### src/rtl/tdm_demux4.sv
// -----------------------------------------------------------------------------
// tdm_demux4
//
// Purpose:
//   Receive side of a 4:1 time-division channel multiplexer. Words arrive one
//   per valid beat in fixed channel order 0,1,2,3, with slot 0 marked by sof.
//   The block aligns to sof, gathers slots 0..2 in shadow registers, and on the
//   slot-3 beat updates all four channel outputs together. A one-cycle
//   frame_valid pulse follows that update. A framing slip raises a one-cycle
//   sync_err pulse and bumps a saturating error counter.
//
// Ports:
//   clk          rising-edge clock
//   rst_n        asynchronous active-low reset
//   din          TDM data word (W bits)
//   din_valid    din carries a slot word this cycle (a "beat")
//   sof          start of frame, qualified by din_valid; word is slot 0
//   ch0..ch3     channel words from the last complete frame
//   frame_valid  one-cycle pulse when ch0..ch3 update
//   slot         slot index expected for the next accepted word
//   locked       high while aligned to the frame
//   sync_err     one-cycle pulse on a framing error
//   err_cnt      saturating count of sync_err events (ERRW bits)
// -----------------------------------------------------------------------------
module tdm_demux4 #(
  parameter int W    = 8,
  parameter int ERRW = 8
) (
  input  logic            clk,
  input  logic            rst_n,
  input  logic [W-1:0]    din,
  input  logic            din_valid,
  input  logic            sof,
  output logic [W-1:0]    ch0,
  output logic [W-1:0]    ch1,
  output logic [W-1:0]    ch2,
  output logic [W-1:0]    ch3,
  output logic            frame_valid,
  output logic [1:0]      slot,
  output logic            locked,
  output logic            sync_err,
  output logic [ERRW-1:0] err_cnt
);

  typedef enum logic {
    HUNT   = 1'b0,
    LOCKED = 1'b1
  } state_t;

  state_t          state_q, state_d;
  logic [1:0]      slot_q, slot_d;
  logic [W-1:0]    shadow0_q, shadow0_d;
  logic [W-1:0]    shadow1_q, shadow1_d;
  logic [W-1:0]    shadow2_q, shadow2_d;
  logic [W-1:0]    ch0_q, ch0_d;
  logic [W-1:0]    ch1_q, ch1_d;
  logic [W-1:0]    ch2_q, ch2_d;
  logic [W-1:0]    ch3_q, ch3_d;
  logic            frame_valid_q, frame_valid_d;
  logic            sync_err_q, sync_err_d;
  logic [ERRW-1:0] err_cnt_q, err_cnt_d;
  logic            err_event;

  always_ff @(posedge clk or negedge rst_n) begin
    if (!rst_n) begin
      state_q       <= HUNT;
      slot_q        <= 2'd0;
      shadow0_q     <= '0;
      shadow1_q     <= '0;
      shadow2_q     <= '0;
      ch0_q         <= '0;
      ch1_q         <= '0;
      ch2_q         <= '0;
      ch3_q         <= '0;
      frame_valid_q <= 1'b0;
      sync_err_q    <= 1'b0;
      err_cnt_q     <= '0;
    end else begin
      state_q       <= state_d;
      slot_q        <= slot_d;
      shadow0_q     <= shadow0_d;
      shadow1_q     <= shadow1_d;
      shadow2_q     <= shadow2_d;
      ch0_q         <= ch0_d;
      ch1_q         <= ch1_d;
      ch2_q         <= ch2_d;
      ch3_q         <= ch3_d;
      frame_valid_q <= frame_valid_d;
      sync_err_q    <= sync_err_d;
      err_cnt_q     <= err_cnt_d;
    end
  end

  always_comb begin
    state_d       = state_q;
    slot_d        = slot_q;
    shadow0_d     = shadow0_q;
    shadow1_d     = shadow1_q;
    shadow2_d     = shadow2_q;
    ch0_d         = ch0_q;
    ch1_d         = ch1_q;
    ch2_d         = ch2_q;
    ch3_d         = ch3_q;
    frame_valid_d = 1'b0;
    sync_err_d    = 1'b0;
    err_cnt_d     = err_cnt_q;
    err_event     = 1'b0;

    if (din_valid) begin
      unique case (state_q)
        HUNT: begin
          // Non-sof words are dropped until the first slot-0 marker.
          if (sof) begin
            shadow0_d = din;
            slot_d    = 2'd1;
            state_d   = LOCKED;
          end
        end

        LOCKED: begin
          if (sof) begin
            // sof always restarts the frame; mid-frame it abandons the partial
            // frame without touching ch*, and stays locked.
            if (slot_q != 2'd0) begin
              err_event = 1'b1;
            end
            shadow0_d = din;
            slot_d    = 2'd1;
          end else begin
            unique case (slot_q)
              2'd0: begin
                // A frame boundary without sof means alignment was lost.
                err_event = 1'b1;
                state_d   = HUNT;
                slot_d    = 2'd0;
              end
              2'd1: begin
                shadow1_d = din;
                slot_d    = 2'd2;
              end
              2'd2: begin
                shadow2_d = din;
                slot_d    = 2'd3;
              end
              2'd3: begin
                // Slot 3 is taken straight from din so all four channels
                // update on the same edge.
                ch0_d         = shadow0_q;
                ch1_d         = shadow1_q;
                ch2_d         = shadow2_q;
                ch3_d         = din;
                frame_valid_d = 1'b1;
                slot_d        = 2'd0;
              end
              default: begin
                slot_d = 2'd0;
              end
            endcase
          end
        end

        default: begin
          state_d = HUNT;
          slot_d  = 2'd0;
        end
      endcase
    end

    if (err_event) begin
      sync_err_d = 1'b1;
      if (err_cnt_q != '1) begin
        err_cnt_d = err_cnt_q + ERRW'(1);
      end
    end
  end

  assign ch0         = ch0_q;
  assign ch1         = ch1_q;
  assign ch2         = ch2_q;
  assign ch3         = ch3_q;
  assign frame_valid = frame_valid_q;
  assign slot        = slot_q;
  assign locked      = (state_q == LOCKED);
  assign sync_err    = sync_err_q;
  assign err_cnt     = err_cnt_q;

endmodule

### config.mk
export PLATFORM = sky130hd
export DESIGN_NAME = tdm_demux4
export DESIGN_NICKNAME = d
export VERILOG_FILES = /design/src/rtl/tdm_demux4.sv
export SDC_FILE = /design/constraint.sdc
export NUM_CORES = 1
export LEC_CHECK = 0
export CORE_MARGIN = 2
export CORE_UTILIZATION = 30
export DETAILED_ROUTE_END_ITERATION = 7
export PLACE_DENSITY_LB_ADDON = 0.3
export REMOVE_ABC_BUFFERS = 1
export SYNTH_ARGS = -nofsm -noshare
export SYNTH_HDL_FRONTEND = slang
export SYNTH_SLANG_ARGS = --single-unit
### constraint.sdc
create_clock -name clk -period 6.1 [get_ports clk]
set_clock_uncertainty 0.2 [all_clocks]
set_input_delay 1.83 -clock clk [delete_from_list [all_inputs] [get_ports clk]]
set_output_delay 1.83 -clock clk [all_outputs]
set_load 0.005 [all_outputs]
==> run summary, run 1 <==
critical path class - in2reg
Comb pwr share - 35.3%
reg2reg setup slack - 3.78 ns
register area share after synthesis - 58.7%
layout cells sized above 1 - 31.5%
CTS buffer count - 9
hold worst-path end - ch2[6]
Final setup violation count - 0
Pleak - 1.76 nW
HP Start - shadow2_q[6]
Syn Area/Cell - 15.7 sq um
hold path depth - 1
maximum VDD drop - 219 uV
async set-reset flop share out of synthesis - 100%
largest net degree at the start of global routing - 70
max-slew violation count - 0
RSZ-0062 raised after global routing - false
vias - 1688
Net count, final - 268
grt ovf - 0
setup TNS - 0 ns
Post-CTS Hold Buffers - 0
Routed Antenna Nets - 0
post-synth top area share - 58.7%
CP bufs+invs - 2
pwr/cell area - 482 nW/um^2
start of the worst register-to-register path - slot[0]
Max Root-Sink Buffers - 2
Max Freq - 274 MHz
sequential power share - 42.3%
# DRC - 0
Synth Flop Type - dfrtp_1
Pre-antenna DRT Iters - 4
post-layout util - 39.6%
Root Buffer - clkbuf_8
Max stage delay on crit path - 0.51 ns
Tmin final - 3.64 ns
cell family with most CP delay - simple AND/OR/NAND/NOR gates
area delta synth->final - 29.5%
R2R Path End - err_cnt[7]
clock latency on the worst-skew pair - 0.33 ns
clk sinks - 69
post-CTS sizing - 0
most area-consuming cells after synthesis - dfrtp_1 (59%), mux2_4 (15%), mux2_2 (12%)
top-count cell post-synth - dfrtp_1
Syn Inst Count - 187
Synth cell types - 28
Routability Congestion - 0.739
drt first-iter violations - 23
status - finished, final reports clean
initial cell density of the core - 30.5%
register bit total from synthesis - 69
Via density - 4.36
overall global routing resource usage - 11.1%
Die Y - 103 um
Routed WL - 5310 um
row cnt - 36
number of global-route vias before repair - 1760
Ports - 57
initial antenna violation count - 0
slowest CP cell - clkdlybuf4s50_1
Hold Vio Cnt, Final - 0
most instantiated cells after synthesis - dfrtp_1 (69), mux2_2 (31), mux2_4 (29)
EDFF count, synth - 0
reg2reg path depth - 6
Sw Share - 26.6%
worst hold path type - reg2reg
startpoint types - input port
Reg clk slew, reported paths - 0.08 ns
Int Pwr - 0.00135 W
Worst Setup End Kind - flop
Post-CTS Setup Repair Bufs - 0
drt wl/cell - 13.7 um
CORE AREA - 9640 sq um
crit-path cells - clkdlybuf4s50_1 -> inv_1 -> ha_1 -> nand3b_1 -> nor4_1 -> mux2_2
Syn Std Cell Area - 2940 sq um
number of max-cap violations - 0
Rel. slew slack - 42.4%
worst slack, placed - 2.11 ns
I/O Buffers - 56
H-tree depth - 3
CP required - 6.13 ns
first-pass GRT wire length - 8800 um
YS warnings - 0
Worst Setup Slack, final - 2.46 ns
post-DP HPWL - 3400 um
ANT cells - 0
Worst Max-Slew Pin Slew - 0.864 ns
CP Data Arrival Time - 3.67 ns
DIE AREA - 10600 sq um
CTS tree - built
clock share of power - 22.4%
CP max FO - 6
period utilisation layout - 59.7%
Synth area leader - dfrtp_1
Psw - 0.000489 W
Die Wd - 103 um
## worst reg2reg max path: cells and delay by family, from the launching register on
family | cells | cell delay [ns]
DFF | 1 | 0.45
and+or+nand+nor | 2 | 0.60
buffers and inverters | 1 | 0.12
muxes | 1 | 0.37
adders and majority gates | 2 | 0.48
## placed cells by master, fill, tap and decap left out, drive strengths merged, types with 2 or more instances in the layout
cell,netlist,routed
nor2,3,3
mux2,60,60
inv,8,8
clkbuf,0,10
ha,7,7
nand2,8,8
dfrtp,69,69
o21ai,4,4
clkinv,0,3
nand3b,2,2
bufinv,0,2
a21oi,3,3
clkdlybuf4s50,0,55
nand3,4,4
nor3,3,3
## power groups by stage
| stage | logic (W) | registers [W] | clock network [W] |
|---|---|---|---|
| 6_report | 0.000649 | 0.000777 | 0.000412 |
| 4_1_cts | 0.000661 | 0.000780 | 0.000428 |
| 5_1_grt | 0.000713 | 0.000807 | 0.000449 |
| 3_5_place_dp | 0.000659 | 0.000786 | 0 |
| 3_3_place_gp | 0.000648 | 0.000781 | 0 |
| 2_1_floorplan | 0.000315 | 0.000775 | 0 |
## worst max-delay path by stage
stage               start    endpoint  slack, ns  cells after the start
detailed placement    sof  err_cnt[7]       2.11                      6
finish                sof  err_cnt[7]       2.46                      6
CTS                   sof  err_cnt[7]       2.46                      6
floorplan             sof  err_cnt[7]       2.77                      5
global route          sof  err_cnt[7]       2.33                      6
global placement      sof  err_cnt[7]       2.15                      6
## area by class of cell
class	count	area [sq um]
Fill cell	945	5830
Sequential cell	69	1730
Multi-Input combinational cell	105	1110
Timing Repair Buffer	56	558
Tap cell	133	166
Clock buffer	10	138
Clock inverter	6	86.3
Inverter	8	30.0
## cell families (layout without fill, tap and decap cells)
logic type / count (synthesis) / after routing / synth area share, %
buffers and inverters: 13 / 80 / 3.70
muxes: 61 / 61 / 27.0
adders and majority gates: 7 / 7 / 2.98
xor gates and xnor gates: 1 / 1 / 0.298
and+or+nand+nor: 24 / 24 / 4.76
DFF: 69 / 69 / 58.7
AOI/OAI and AO/OA: 12 / 12 / 2.59
## routing by layer
layer	share of wire [%]	vias to the layer above	GRT usage [%]
met1	45	846	14.2
li1	-	790	-
met5	0	-	0
met3	6.3	5	4.47
met2	47	47	16.8
met4	1.1	0	4.25
## state kept, by name, indices dropped and copies added (netlist names), 8 cells and up
signal and flops:
ch0 8, ch1 8, ch2 8, ch3 8, err_cnt 8, shadow0_q 8, shadow1_q 8, shadow2_q 8
## through the flow
step | power (W) | cell area, sq um | cells | hold WS [ns]
floorplan | 0.00109 | 2860 | 182 | 0.275
global route | 0.00197 | 3810 | 387 | 0.311
global placement | 0.00143 | 3590 | 371 | 0.285
detailed placement | 0.00144 | 3590 | 371 | 0.288
CTS | 0.00187 | 3810 | 387 | 0.307
finish | 0.00184 | 3810 | 387 | 0.303
Note: power is estimated with default switching activity, not from simulation.
==> inputs of run 2 (changes only) <==
Clock period 6.1 ns to 3.01 ns, I/O delays scaled along.
==> run 2 against run 1 <==
Effect of this change:
- clock power up 83%
- first-iteration DRC count up 61%
- die area unchanged
- global-route usage up 0.16 points
- sequential share of layout area down 0.21 points
- setup slack worse by 2.1 ns
- utilization up 0.18 points
- final cell count up 1.0%
- non-clock buffer count up 4
- combinational power up 100%
- critical path type unchanged
==> run summary, run 2 (synthesis results as in run 1) <==
Routed WL - 5390 um
crit-path cells - clkdlybuf4s50_1 -> inv_1 -> ha_1 -> nand3b_1 -> nor4_1 -> mux2_2
post-DP HPWL - 3520 um
clk sinks - 69
grt ovf - 0
Reg clk slew, reported paths - 0.08 ns
RSZ-0062 raised after global routing - false
layout cells sized above 1 - 32.6%
drt first-iter violations - 37
first-pass GRT wire length - 8770 um
slowest CP cell - clkdlybuf4s50_1
worst hold path type - reg2reg
area delta synth->final - 30.1%
critical path class - in2reg
Post-CTS Hold Buffers - 0
clock latency on the worst-skew pair - 0.34 ns
CP max FO - 6
Via density - 4.32
Worst Setup Slack, final - 0.363 ns
Hold Vio Cnt, Final - 0
highest-count cells in the layout ignoring fill and taps - dfrtp_1 (69), clkdlybuf4s50_1 (55), mux2_2 (31), mux2_4 (29), clkbuf_8 (10)
Die Y - 103 um
Worst Max-Slew Pin Slew - 0.419 ns
largest net degree at the start of global routing - 40
sequential power share - 43.2%
most common cell after layout, fill and taps aside - dfrtp_1
cell family with most CP delay - simple AND/OR/NAND/NOR gates
number of global-route vias before repair - 1710
Routability Congestion - 0.727
Die Wd - 103 um
row cnt - 36
CTS buffer count - 9
Psw - 0.000993 W
instance count on the critical path - 6
post-CTS sizing - 0
Max stage delay on crit path - 0.47 ns
drt wl/cell - 13.8 um
Worst Setup End Kind - flop
startpoint types - input port
setup TNS - 0 ns
max-slew violation count - 0
initial cell density of the core - 30.5%
H-tree depth - 3
status - finished, final reports clean
vias - 1690
hold path depth - 1
filler cell count - 944
clock share of power - 20.6%
Routed Antenna Nets - 0
Sw Share - 27.2%
Comb pwr share - 36.2%
Pleak - 1.77 nW
I/O Buffers - 56
overall global routing resource usage - 11.3%
Tmin final - 2.65 ns
CORE AREA - 9640 sq um
Max Freq - 378 MHz
reg2reg path depth - 6
Rel. slew slack - 71.8%
Pre-antenna DRT Iters - 4
DIE AREA - 10600 sq um
Final setup violation count - 0
Ports - 57
CP Data Arrival Time - 2.67 ns
CTS tree - built
# DRC - 0
ANT cells - 0
Root Buffer - clkbuf_8
number of max-cap violations - 0
worst slack, placed - 0.00935 ns
CP required - 3.03 ns
Net count, final - 272
maximum VDD drop - 476 uV
period utilisation layout - 87.9%
Post-CTS Setup Repair Bufs - 0
CP bufs+invs - 2
pwr/cell area - 952 nW/um^2
Int Pwr - 0.00265 W
initial antenna violation count - 0
Max Root-Sink Buffers - 2
hold slack - 0.295 ns
-- run 2: worst register-to-register path, cell delays in order (launching register included) --
cell and delay, ns:
dfrtp_1 0.44, inv_1 0.11, ha_1 0.22, ha_1 0.26, nand3b_1 0.25, nor4_1 0.33, mux2_2 0.37
-- run 2: worst paths after layout --
path | start | endpoint | slack, ns
worst max register to register | slot[0] | err_cnt[7] | 0.72
worst max-delay path | sof | err_cnt[7] | 0.36
worst min register to register | shadow2_q[3] | ch2[3] | 0.29
worst min-delay path | shadow2_q[3] | ch2[3] | 0.29
max in group asynchronous | rst_n | shadow0_q[6] | 1.76
min in group asynchronous | rst_n | err_cnt[7] | 0.30
-- run 2: cell type report --
class	count	area (sq um)	area share (%)
flip-flops and latches	69	1730	45.1
multi-input cells	105	1110	28.9
inverters	8	30.0	0.784
well taps	133	166	4.34
repair buffers	60	601	15.7
clock buffers	10	138	3.59
clock inverters	6	61.3	1.60
-- run 2: metrics by stage --
step	std cells	utilization, %	total power, W	area, sq um
after global placement	375	37.7	0.00290	3630
after floorplan	182	-	0.00221	2860
after global routing	391	39.7	0.00392	3830
after CTS	391	39.7	0.00371	3830
after detailed placement	375	37.7	0.00293	3630
final	391	39.7	0.00365	3830
-- run 2: power groups by stage --
stage	clock network (W)	registers, W	logic [W]
CTS	0.000790	0.00158	0.00134
floorplan	0	0.00157	0.000638
detailed placement	0	0.00159	0.00134
finish	0.000753	0.00157	0.00132
global route	0.000833	0.00163	0.00145
global placement	0	0.00158	0.00132
-- run 2: metal layers --
| metal | up-vias | share of wire (%) | global-route usage (%) | wire (um) |
|---|---|---|---|---|
| met5 | - | 0 | 0 | 0 |
| met4 | 0 | 1.3 | 3.34 | 70 |
| met3 | 6 | 7.3 | 5.69 | 394 |
| met2 | 44 | 46 | 16.7 | 2500 |
| met1 | 845 | 45 | 14.4 | 2420 |
| li1 | 795 | - | - | - |
==> inputs of run 3 (changes only) <==
Settings changed: ABC_AREA from default to 1, CORE_UTILIZATION 30 to 40, REMOVE_ABC_BUFFERS 1 to default.
==> run 3 against run 2 <==
Effect of this change:
- critical path depth fell by 5
- sequential power fell by 9.6%
- power fell by 16%
- global-route usage rose by 5.4 points
- synthesized area fell by 4.8%
- first-iteration DRC count rose to 4.6 times the previous value
- largest cell class unchanged
- largest power group unchanged
- highest routed layer unchanged
==> run summary, run 3 <==
Syn Std Cell Area - 2800 sq um
initial antenna violation count - 0
clock share of power - 25.9%
status - finished, final reports clean
Max Freq - 404 MHz
hold slack - 0.270 ns
Hold Vio Cnt, Final - 0
largest net degree at the start of global routing - 70
Tmin final - 2.47 ns
overall global routing resource usage - 16.7%
Comb pwr share - 27.6%
Cells after DPL - 451
CP bufs+invs - 1
Int Pwr - 0.00216 W
period utilisation layout - 82.2%
number of global-route vias before repair - 2053
first-pass GRT wire length - 9740 um
max-slew violation count - 0
Synth Flop Type - dfrtp_1
Reg clk slew, reported paths - 0.08 ns
Worst Max-Slew Pin Slew - 0.548 ns
clk sinks - 69
row cnt - 30
post-DP HPWL - 3950 um
syn nets - 325
Routed WL - 5740 um
layout cells sized above 1 - 7.28%
Routability Congestion - 0.755
Root Buffer - clkbuf_8
CTS buffer count - 9
register area - 1730 sq um
ANT cells - 0
post-CTS sizing - 0
DP Area - 3460 sq um
Die Wd - 87.7 um
# DRC - 0
post-synth top area share - 61.7%
clock latency on the worst-skew pair - 0.34 ns
RSZ-0062 raised after global routing - false
DR WL met3 - 250 um
Net count, final - 385
Ports - 57
Post-CTS Setup Repair Bufs - 0
Sw Share - 29.2%
crit-path cells - clkdlybuf4s50_1
drt first-iter violations - 170
DIE AREA - 7690 sq um
CTS tree - built
I/O Buffers - 56
pwr/cell area - 832 nW/um^2
startpoint types - flop
vias - 2114
initial cell density of the core - 41.2%
Routed Antenna Nets - 0
Tot Pwr - 0.00305 W
most common cell after layout, fill and taps aside - nand2_1
Pleak - 1.83 nW
Post-CTS Hold Buffers - 0
register bit total from synthesis - 69
slowest CP cell - clkdlybuf4s50_1
maximum VDD drop - 463 uV
Max stage delay on crit path - 0.55 ns
register area share after synthesis - 61.7%
Psw - 0.000891 W
H-tree depth - 3
cell family with most CP delay - buffers and inverters
worst hold path type - reg2reg
Pre-antenna DRT Iters - 4
CP required - 1.91 ns
setup TNS - 0 ns
Synth area leader - dfrtp_1
highest-count cells in the layout ignoring fill and taps - nand2_1 (138), dfrtp_1 (69), clkdlybuf4s50_1 (55), o21ai_1 (24), inv_1 (22)
Die Y - 87.7 um
Met1 Wirelength - 2860 um
met2 WL - 2510 um
most area-consuming cells after synthesis - dfrtp_1 (62%), nand2_1 (18%), o21ai_1 (4.3%)
Via density - 4.53
CORE AREA - 6790 sq um
critical path class - reg2out
EDFF count, synth - 0
Max Root-Sink Buffers - 2
Rel. slew slack - 63.4%
grt ovf - 0
Syn Inst Count - 306
CP max FO - 7
sequential power share - 46.5%
Multi-input gate area - 926 sq um
final std cells w/o fill - 467
number of max-cap violations - 0
most instantiated cells after synthesis - nand2_1 (138), dfrtp_1 (69), o21ai_1 (24)
CP Data Arrival Time - 1.37 ns
top-count cell post-synth - nand2_1
Syn Area/Cell - 9.15 sq um
Worst Setup End Kind - output port
Synth cell types - 20
area delta synth->final - 31.1%
YS warnings - 0
filler cell count - 636
async set-reset flop share out of synthesis - 100%
final instance area - 3670 sq um
Final setup violation count - 0
uppermost layer routed - met4
drt wl/cell - 12.3 um
-- run 3: cell types whose count changed in the layout (fill, tap and decap cells not counted), sizes merged, moves of 4 or more --
cell   delta
nand2   +135
o21ai    +33
nor2      +4
mux2     -60
inv      +14
-- run 3: cell families after synthesis --
group	synth area share (%)
AOI/OAI and AO/OA	6.88
DFF	61.7
adders and majority gates	3.13
and+or+nand+nor	22.4
xor gates and xnor gates	0.626
buffers and inverters	5.27
-- run 3: worst paths after layout --
kind                         startpoint         end  slack, ns  cells after the start
setup reg to reg                slot[0]  err_cnt[3]       1.17                      9
hold reg to reg            shadow0_q[2]      ch0[2]       0.27                      2
setup / recovery             err_cnt[2]  err_cnt[2]       0.54                      1
hold / removal             shadow0_q[2]      ch0[2]       0.27                      2
min in group asynchronous         rst_n      ch3[1]       0.37                      2
max in group asynchronous         rst_n      ch2[1]       1.95                      2
-- run 3: power by group through the flow --
stage	registers [W]	logic, W	clock network, W
after CTS	0.00142	0.000857	0.000806
after floorplan	0.00141	0.000366	0
after global placement	0.00143	0.000829	0
final	0.00142	0.000842	0.000792
after global routing	0.00146	0.000952	0.000846
after detailed placement	0.00144	0.000854	0
-- run 3: layout make-up --
class	count	share of cell area, %
multi-input combinational	204	25.2
clock inverter	3	1.16
inverter	24	2.49
tap	96	3.27
timing repair buffer	58	16.2
sequential	69	47.0
clock buffer	13	4.60
-- run 3: stage by stage --
stage	setup WS, ns	utilization, %
floorplan	1.07	-
global route	0.467	54.0
global placement	0.321	50.9
CTS	0.523	54.0
finish	0.536	54.0
detailed placement	0.269	50.9
-- run 3: layer usage --
| layer | up-vias | GRT usage, % |
|---|---|---|
| li1 | 1077 | - |
| met1 | 977 | 22.9 |
| met2 | 50 | 24.5 |
| met3 | 10 | 5.37 |
| met4 | 0 | 6.85 |
| met5 | - | 0 |
